===== src/rtl/mips32_pkg.sv =====
// Shared types and constants for the mips32 program-counter stage.
package mips32_pkg;

    localparam int PC_WIDTH = 32;

    localparam logic [PC_WIDTH-1:0] DEFAULT_RESET_VECTOR = 32'h0000_0000;
    localparam logic [PC_WIDTH-1:0] DEFAULT_EXC_VECTOR   = 32'h0000_0080;

    typedef enum logic {
        FETCH = 1'b0,
        EXEC  = 1'b1
    } pc_state_t;

    // Instruction addresses are word aligned when the two low bits are clear.
    function automatic logic is_word_aligned(input logic [1:0] addr_low);
        return addr_low == 2'b00;
    endfunction

endpackage


===== src/rtl/pc_target_sel.sv =====
// Combinational next-PC selection: sequential, branch, jump and jump-register
// targets with fixed priority, plus an alignment flag on the chosen target.
module pc_target_sel
    import mips32_pkg::*;
(
    input  logic [PC_WIDTH-1:0] pc,
    input  logic                jr,
    input  logic [PC_WIDTH-1:0] jr_target,
    input  logic                jump,
    input  logic [PC_WIDTH-1:0] jump_addr,
    input  logic                branch_taken,
    input  logic [PC_WIDTH-1:0] branch_imm,
    output logic [PC_WIDTH-1:0] pc_plus4,
    output logic [PC_WIDTH-1:0] next_pc,
    output logic                misaligned
);

    logic [PC_WIDTH-1:0] branch_target;

    always_comb begin
        pc_plus4      = pc + 32'd4;
        // The shift drops branch_imm[31:30]; all sums wrap modulo 2^32.
        branch_target = pc_plus4 + (branch_imm << 2);

        next_pc = pc_plus4;
        if (jr) begin
            next_pc = jr_target;
        end else if (jump) begin
            next_pc = jump_addr;
        end else if (branch_taken) begin
            next_pc = branch_target;
        end

        misaligned = !is_word_aligned(next_pc[1:0]);
    end

endmodule


===== src/rtl/pc_next_unit.sv =====
// Program-counter stage: FETCH/EXEC handshake FSM, PC register and retired-instruction counter.
// Define MISALIGN_TRAP_EN to trap misaligned targets to EXC_VECTOR; otherwise the low bits are cleared.
module pc_next_unit
    import mips32_pkg::*;
#(
    parameter logic [PC_WIDTH-1:0] RESET_VECTOR = DEFAULT_RESET_VECTOR,
    parameter logic [PC_WIDTH-1:0] EXC_VECTOR   = DEFAULT_EXC_VECTOR
) (
    input  logic                clk,
    input  logic                reset,
    output logic                imem_req,
    input  logic                imem_ready,
    output logic                instr_valid,
    input  logic                stall,
    input  logic                branch_taken,
    input  logic [PC_WIDTH-1:0] branch_imm,
    input  logic                jump,
    input  logic [PC_WIDTH-1:0] jump_addr,
    input  logic                jr,
    input  logic [PC_WIDTH-1:0] jr_target,
    output logic [PC_WIDTH-1:0] pc,
    output logic [PC_WIDTH-1:0] pc_plus4,
    output logic [3:0]          pc_upper,
    output logic [PC_WIDTH-1:0] instr_count,
    output logic                trap
);

    pc_state_t           state_q, state_d;
    logic [PC_WIDTH-1:0] pc_q, pc_d;
    logic [PC_WIDTH-1:0] instr_count_q, instr_count_d;
    logic [PC_WIDTH-1:0] next_pc;
    logic                misaligned;

    pc_target_sel u_target_sel (
        .pc           (pc_q),
        .jr           (jr),
        .jr_target    (jr_target),
        .jump         (jump),
        .jump_addr    (jump_addr),
        .branch_taken (branch_taken),
        .branch_imm   (branch_imm),
        .pc_plus4     (pc_plus4),
        .next_pc      (next_pc),
        .misaligned   (misaligned)
    );

`ifndef MISALIGN_TRAP_EN
    logic unused_trap_path;
    assign unused_trap_path = ^{misaligned, next_pc[1:0], EXC_VECTOR};
`endif

    assign pc          = pc_q;
    assign pc_upper    = pc_plus4[31:28];
    assign instr_count = instr_count_q;

    always_comb begin
        state_d       = state_q;
        pc_d          = pc_q;
        instr_count_d = instr_count_q;
        imem_req      = 1'b0;
        instr_valid   = 1'b0;
        trap          = 1'b0;

        case (state_q)
            FETCH: begin
                imem_req = 1'b1;
                if (imem_ready) begin
                    state_d = EXEC;
                end
            end
            EXEC: begin
                instr_valid = 1'b1;
                if (!stall) begin
                    instr_count_d = instr_count_q + 32'd1;
                    state_d       = FETCH;
`ifdef MISALIGN_TRAP_EN
                    if (misaligned) begin
                        pc_d = EXC_VECTOR;
                        trap = 1'b1;
                    end else begin
                        pc_d = next_pc;
                    end
`else
                    pc_d = {next_pc[PC_WIDTH-1:2], 2'b00};
`endif
                end
            end
            default: state_d = FETCH;
        endcase

        // Reset wins over any handshake or commit seen in the same cycle.
        if (reset) begin
            imem_req    = 1'b0;
            instr_valid = 1'b0;
            trap        = 1'b0;
        end
    end

    always_ff @(posedge clk) begin
        if (reset) begin
            state_q       <= FETCH;
            pc_q          <= RESET_VECTOR;
            instr_count_q <= '0;
        end else begin
            state_q       <= state_d;
            pc_q          <= pc_d;
            instr_count_q <= instr_count_d;
        end
    end

endmodule

===== config.mk =====
export PLATFORM = sky130hd
export DESIGN_NAME = pc_next_unit
export DESIGN_NICKNAME = d
export VERILOG_FILES = /design/src/rtl/mips32_pkg.sv /design/src/rtl/pc_target_sel.sv /design/src/rtl/pc_next_unit.sv
export SDC_FILE = /design/constraint.sdc
export NUM_CORES = 1
export LEC_CHECK = 0
export BUFFER_PORTS_ARGS = -buffer_cell sky130_fd_sc_hd__buf_4
export CORE_MARGIN = 2
export CORE_UTILIZATION = 50
export CTS_BUF_LIST = sky130_fd_sc_hd__clkbuf_8
export CTS_CLUSTER_DIAMETER = 80
export DETAILED_ROUTE_END_ITERATION = 16
export MAX_ROUTING_LAYER = met4
export PLACE_DENSITY = 0.9
export SYNTH_ARGS = -nofsm -noshare
export SYNTH_HDL_FRONTEND = slang
export SYNTH_SLANG_ARGS = --single-unit

===== constraint.sdc =====
create_clock -name clk -period 7.01 [get_ports clk]
set_clock_uncertainty 0.15 [all_clocks]
set_input_delay 1.402 -clock clk [delete_from_list [all_inputs] [get_ports clk]]
set_output_delay 1.402 -clock clk [all_outputs]
set_load 0.005 [all_outputs]

# After elaboration in Yosys (flattened, before gate mapping)
# Index checks and enable logic that the tools add are counted.
[word_totals]
register_bits = 63
inputBits = 103
elab_cells = 19
[classes]
muxes = 10
addsub = 3
bitwise = 2
n_reduce_logical = 1
[ops]
columns = ["operator", "count"]
rows = [
  ["32-bit two-way mux", 3],
  ["32-bit by 1-bit adder with 32-bit output (second input constant)", 1],
  ["32-bit by 3-bit adder with 32-bit output (second input constant)", 1],
  ["32-bit adder", 1],
  ["1-bit two-way mux", 6],
  ["1-bit NOT", 2],
  ["1-bit one-hot mux with 2 select lines", 1],
  ["2-bit AND reduction", 1],
]

# Depth between registers and ports, before layout
# Gate-level depths: netlist of the first run.
[depth]
depth_word = 5
mapped_depth = 17

# By module
# From an unflattened synthesis of the first run, not the netlist that was laid out.
[hier_totals]
cells_unflattened = 813
area_unflattened_um2 = 5962.0
[by_module_without_submodules]
columns = ["module", "area_each_um2", "instances", "cells_per_inst"]
rows = [
  ["pc_target_sel", 3243.1, 1, 485],
  ["pc_next_unit", 2718.9, 1, 328],
]

# Least setup slack after synthesis of the first run
# Ideal clock, no wire load.
[synth_path]
kind = "reg-to-reg"
start = "reg pc_q[2] (netlist: pc[2])"
end = "reg pc_q[31] (netlist: pc[31])"
period_less_slack_ns = 4.000
path_slack_ns = 3.010
t_arrival_ns = 3.738
path_stages_with_launch = 16
path_cell_list = "dfxtp_1 ha_1 nand2_1 nor3_1 and4_2 xor2_1 ha_1 clkbuf_1 a21o_1 a21o_1 a311oi_2 o221a_2 a21oi_1 or4b_2 nand4_1 nor2_1"
[synth_between]
elab_chain_len = 5
[synth_lines]
columns = ["element", "line_no", "text"]
rows = [
  ["start, declared", "pc_next_unit.sv:29", "logic [PC_WIDTH-1:0] pc_q, pc_d;"],
  ["start signal, assigned", "pc_next_unit.sv:106", "pc_q <= pc_d;"],
  ["32-bit by 3-bit adder with 32-bit output", "pc_target_sel.sv:21", "pc_plus4 = pc + 32'd4;"],
  ["named net pc_plus4[14]", "pc_next_unit.sv:22", "output logic [PC_WIDTH-1:0] pc_plus4,"],
  ["32-bit adder", "pc_target_sel.sv:23", "branch_target = pc_plus4 + (branch_imm << 2);"],
  ["32-bit two-way mux", "pc_target_sel.sv:30", "end else if (branch_taken) begin"],
  ["32-bit two-way mux", "pc_target_sel.sv:28", "end else if (jump) begin"],
  ["32-bit two-way mux", "pc_target_sel.sv:26", "if (jr) begin"],
]
# The timed path passes the listed nets, and every way through them passes these cells.
# A chain may end at the register's enable or synchronous reset.

# Worst setup path after layout of the first run
[layout_path]
start = "reg pc_q[2] (netlist: pc[2])"
end = "reg pc_q[24] (netlist: pc[24])"
[layout_between]
elab_chain_len = 5
[layout_lines]
columns = ["element", "line_no"]
rows = [
  ["32-bit by 3-bit adder with 32-bit output (*)", "pc_target_sel.sv:21"],
  ["32-bit adder", "pc_target_sel.sv:23"],
  ["32-bit two-way mux (*)", "pc_target_sel.sv:30"],
  ["32-bit two-way mux (*)", "pc_target_sel.sv:28"],
  ["32-bit two-way mux (*)", "pc_target_sel.sv:26"],
]
# Mark *: on every way between the ends. The rest lies on a longest branch, timed or not.

==> flow_metrics.tcl, run 1 <==
set metrics [dict create \
    p_per_area_mw_per_mm2 143 \
    power_frac_comb 0.292 \
    die_y_um 109 \
    hold_viol 0 \
    routed_via_density 6.10 \
    initialDrtViolationCount 592 \
    grt_max_degree 69 \
    hold_class "flip-flop to flip-flop" \
    synth_cell_type_count 67 \
    final_util 0.665 \
    status "completed" \
    core_area_mm2 0.0108 \
    row_count 38 \
    holdBufCountCts 0 \
    ys_top_cells_by_area "dfxtp_1 (23%), ha_1 (8.3%), xnor2_1 (6.6%), nor2_1 (6.5%), xor2_1 (5.7%)" \
    rsz0062_at_grt "no" \
    synth_edf_count 0 \
    seq_power_share 0.374 \
    syn_avg_cell_area_um2 7.45 \
    drt_pass1_iterations 5 \
    rrSetupSlack_ns 2.44 \
    start_util 0.512 \
    fillerInstances 956 \
    routedWlPerCell_um 18.2 \
    yosysTopAreaCell "dfxtp_1" \
    die_area_mm2 0.0120 \
    drc 0 \
    netlist_top_cells_count "nor2_1 (96), dfxtp_1 (63), nand2_1 (57)" \
    worstPathRequired_ns 7.06 \
    syn_inst 745 \
    cap_violations 0 \
    via_count 6415 \
    cts_tree "done" \
    gp_congestion 0.926 \
    cts_buffers 9 \
    design_area_mm2 0.00720 \
    cts_max_path_buffers 2 \
    p_total_uw 1030 \
    drive_gt1_frac 0.250 \
    setup_ws_ns 2.44 \
    ios 206 \
    ctsResizeCount 0 \
    sw_frac_of_total 0.337 \
    slew_headroom 0.294 \
    cts_max_level 3 \
    syn2layout_area_growth_pct 29.8 \
    pre_cts_ws_ns 2.49 \
    cpPeakStageDelay_ns 0.63 \
    dpl.hpwl_um 14200 \
    synth_ff_type "dfxtp_1" \
    n_antenna_cell 0 \
    wl_um 19100 \
    yosys_register_bits 63 \
    yosysTopAreaCellShare 0.227 \
    start_kind "flip-flop" \
    cp_num_buf_inv 0 \
    cts_setup_buffers 0 \
    cpLargestDelayFamily "compound AO/OA/AOI/OAI gates" \
    synth_warnings 0 \
    arrival_ns 4.62 \
    critPathSlowestCell "a221oi_1" \
    grt_pass1_vias 5864 \
    final_nets 1048 \
    antenna_found_initial 0 \
    cts_root_buffer "clkbuf_8" \
    crit_path_max_fanout 7 \
    post-synth-top-count-cell "nor2_1" \
    numPortBuffers 194 \
    p_int_uw 684 \
    worst_setup_path_end_kind "flip-flop" \
    postRouteAntennaNets 0 \
    worstSetupPathType "flip-flop to flip-flop" \
    clkSlewWorstSetupHoldPaths_ns 0.08 \
    setup_violations 0 \
    p_switching_uw 347 \
    period_share 0.652 \
    async_flop_share 0 \
    placed_area_mm2 0.00700 \
    die_x_um 109 \
    crit_path_cell_trace "ha_1 > nand2_1 > nor3_1 > nand2_1 > xnor2_1 > ha_1 > a21o_1 > a21o_1 > a31oi_1 > o211ai_1 > a221oi_1 > o21ai_0 > xnor2_1 > a41oi_1" \
    peakVddDrop_mv 0.0978 \
    tightest_slew_ns 1.06 \
    setup_tns_ns 0 \
    grt_pass1_wl_um 29000 \
    p_leak_uw 0.00319 \
    netlist_area_mm2 0.00555 \
    p_clk_frac 0.335 \
    drv_slew 0 \
    clk_latency_ns 0.37 \
    grt-ovfl-total 0 \
    grtUsageTotal 0.320 \
    clkSinkCount 63 \
    ys_seq_area_frac 0.227 \
    period_minus_slack_ns 4.57 \
    fmax_mhz 219 \
]
[power groups by stage]
stage,combinational (uW),clock [uW],sequential (uW)
floorplan,177,0,389
global placement,290,0,392
detailed placement,294,0,393
CTS,296,350,385
global route,327,363,387
finish,301,345,385
[worst reg2reg max path, delay by kind of cell, from the launching register on]
family | cells | cell delay (ns)
xor gates and xnor gates | 2 | 0.49
DFF | 1 | 0.47
adders and majority gates | 2 | 0.67
and+or+nand+nor | 3 | 0.72
AOI/OAI and AO/OA | 7 | 1.91
[placed cells by master, fill, tap and decap left out, types with 3 or more instances in the layout]
cell type and n:
o221ai_1 3, conb_1 5, a311oi_1 3, a221oi_1 7, and3_1 14, a31oi_1 4
o21ai_0 38, or3_1 10, clkbuf_8 10, buf_4 196, nor3_1 18, xnor2_1 42
a21oi_1 50, nand3_1 35, a211oi_1 16, xor2_1 36, nand4_1 27, o21a_1 4
and4_1 5, nor2b_1 4, nor2_1 96, and2_1 6, mux2i_1 7, inv_1 14
o31ai_1 3, nand2b_1 3, o21bai_1 5, a22oi_1 3, a21o_1 15, o22ai_1 10
ha_1 37, o211ai_1 16, nand2_1 57, dfxtp_1 63, a21boi_0 4
[kinds of logic after synthesis]
kind of cell	Yosys count	synth area share
mux	7	0.0126
other cells	1	0.000675
xor+xnor	78	0.123
flops	63	0.227
compound gates	204	0.245
fa+ha+maj	38	0.0870
simple gates	290	0.255
buf+inv	64	0.0494
[area by class of cell]
type                       instances  area, um2  share of cell area
timing repair buffer             196       1470               0.204
sequential                        63       1260               0.175
multi-input combinational        622       4030               0.560
tap                              140        175              0.0243
clock inverter                     6       68.8             0.00955
clock buffer                      10        138              0.0191
inverter                          15       56.3             0.00782
[path summary, 6_finish.rpt]
path                                      from  cells past startpoint        endpoint
worst max-delay path                     pc[2]                     14          pc[24]
worst min-delay path            instr_count[6]                      2  instr_count[6]
worst max register to register           pc[2]                     14          pc[24]
worst min register to register  instr_count[6]                      2  instr_count[6]
[state kept, by name, summed over array words and instances (netlist names)]
register	count
pc	30
state_q	1
instr_count	32
[per-layer routing]
metal | up-vias | part of all wire | global-route usage
met5 | - | 0 | -
met4 | 0 | 0.036 | 0.150
met3 | 59 | 0.094 | 0.0486
met2 | 350 | 0.47 | 0.515
met1 | 2964 | 0.40 | 0.395
li1 | 3042 | - | -
[per-stage QoR]
stage               cells  hold WS, ns
finish               1052        0.354
global route         1052        0.370
CTS                  1052        0.358
detailed placement   1036        0.347
global placement     1036        0.339
floorplan             749        0.333
Power figures use the tool's default switching activity.
==> run 2: changes to the inputs <==
==> constraint.sdc (replaced) <==
create_clock -name clk -period 4.39 [get_ports clk]
set_clock_uncertainty 0.15 [all_clocks]
set_input_delay 0.878 -clock clk [delete_from_list [all_inputs] [get_ports clk]]
set_output_delay 0.878 -clock clk [all_outputs]
set_load 0.005 [all_outputs]
==> flow_metrics.tcl, run 2 (synthesis gave the netlist of run 1 again) <==
set metrics [dict create \
    design_area_mm2 0.00737 \
    peakVddDrop_mv 0.161 \
    cts_buffers 9 \
    p_per_area_mw_per_mm2 234 \
    multi_input_area_mm2 0.00404 \
    largest_reg_flops 32 \
    final_nets 1066 \
    grt_util_met3 0.0575 \
    drt_pass1_iterations 7 \
    mostFrequentLayoutCells "buf_4 (214), nor2_1 (96), dfxtp_1 (63), nand2_1 (57), a21oi_1 (50)" \
    worst_setup_path_end_kind "flip-flop" \
    grtUsageTotal 0.331 \
    initialDrtViolationCount 577 \
    hold_class "flip-flop to flip-flop" \
    start_util 0.512 \
    period_minus_slack_ns 4.16 \
    start_kind "flip-flop" \
    rrSetupSlack_ns 0.23 \
    cts_max_level 3 \
    row_count 38 \
    p_leak_uw 0.00330 \
    hold_depth 2 \
    busiest_layer "met2" \
    core_area_mm2 0.0108 \
    drc 0 \
    worstPathRequired_ns 4.50 \
    hold_viol 0 \
    grtUsageMet1 0.403 \
    reg2reg_from "pc[12]" \
    drive_gt1_frac 0.267 \
    period_share 0.947 \
    grt_max_degree 38 \
    timing.rr.end "pc[31]" \
    worstRegToRegCells 14 \
    clkSlewWorstSetupHoldPaths_ns 0.08 \
    hold_end "instr_count[6]" \
    cts_setup_buffers 0 \
    worstSetupPathType "flip-flop to flip-flop" \
    postRouteAntennaNets 0 \
    fmax_mhz 241 \
    p_total_uw 1720 \
    ctsResizeCount 0 \
    dpl.hpwl_um 14800 \
    fin_worst_hold_slack_ns 0.363 \
    cts_max_path_buffers 2 \
    setup_tns_ns 0 \
    gr-usage-met2 0.533 \
    die_x_um 109 \
    status "completed" \
    grt_pass1_vias 6004 \
    drv_slew 0 \
    final_util 0.680 \
    gp_congestion 0.980 \
    ios 206 \
    clk_latency_ns 0.36 \
    cts_tree "done" \
    placed_area_mm2 0.00713 \
    cap_violations 0 \
    seq_area_mm2 0.00126 \
    holdCritStartpoint "instr_count[6]" \
    final_common_cell "buf_4" \
    tightest_slew_ns 0.617 \
    slew_headroom 0.587 \
    crit_path_max_fanout 6 \
    fillerInstances 907 \
    cts_root_buffer "clkbuf_8" \
    rsz0062_at_grt "no" \
    setup_violations 0 \
    holdBufCountCts 0 \
    numPortBuffers 194 \
    clkSinkCount 63 \
    arrival_ns 4.27 \
    antenna_found_initial 0 \
    die_area_mm2 0.0120 \
    routedWlPerCell_um 18.4 \
    syn2layout_area_growth_pct 32.7 \
    routed_via_density 6.16 \
    via_count 6590 \
    n_antenna_cell 0 \
    grt-ovfl-total 0 \
    die_y_um 109 \
    wl_um 19700 \
    grt_pass1_wl_um 30100 \
]
==> run 2: worst max-delay path: stages (launching register included) <==
cell	delay, ns
dfxtp_1	0.46
nand4_2	0.21
nor3_4	0.38
and2_2	0.28
nand2_1	0.10
xnor2_2	0.24
ha_1	0.35
and4_1	0.26
o2bb2ai_1	0.14
a311oi_2	0.29
o221a_2	0.25
a21oi_1	0.13
or4b_2	0.66
nand4_1	0.12
nor2_1	0.05
==> run 2: cell type report <==
cell class | count | area share
clock buffers | 9 | 0.0168
clock inverters | 7 | 0.0139
inverters | 15 | 0.00764
multi-input cells | 622 | 0.549
flip-flops and latches | 63 | 0.171
well taps | 140 | 0.0238
repair buffers | 214 | 0.218
==> run 2: metrics by stage <==
step           worst slack (ns)  cells
2_1_floorplan             0.390    749
5_1_grt                  0.0259   1070
3_5_place_dp              0.217   1054
4_1_cts                   0.179   1070
3_3_place_gp              0.319   1054
6_report                  0.234   1070
==> run 2: worst max-delay path by stage <==
stage / startpoint / to / cells past startpoint / slack, ns
3_3_place_gp: pc[12] / pc[31] / 14 / 0.32
6_report: pc[12] / pc[31] / 14 / 0.23
4_1_cts: pc[12] / pc[31] / 14 / 0.18
2_1_floorplan: pc[2] / pc[31] / 15 / 0.39
5_1_grt: pc[3] / pc[31] / 15 / 0.03
3_5_place_dp: pc[12] / pc[31] / 14 / 0.22
==> run 2: metal layers <==
layer,vias up,wire (um)
met1,3031,7670
met4,0,652
li1,3078,-
met5,-,0
met3,61,2180
met2,420,9230
==> run 2: power by group <==
group          switching, uW  total, uW  internal, uW
combinational            267        500           234
sequential              24.5        612           587
clock                    283        610           327
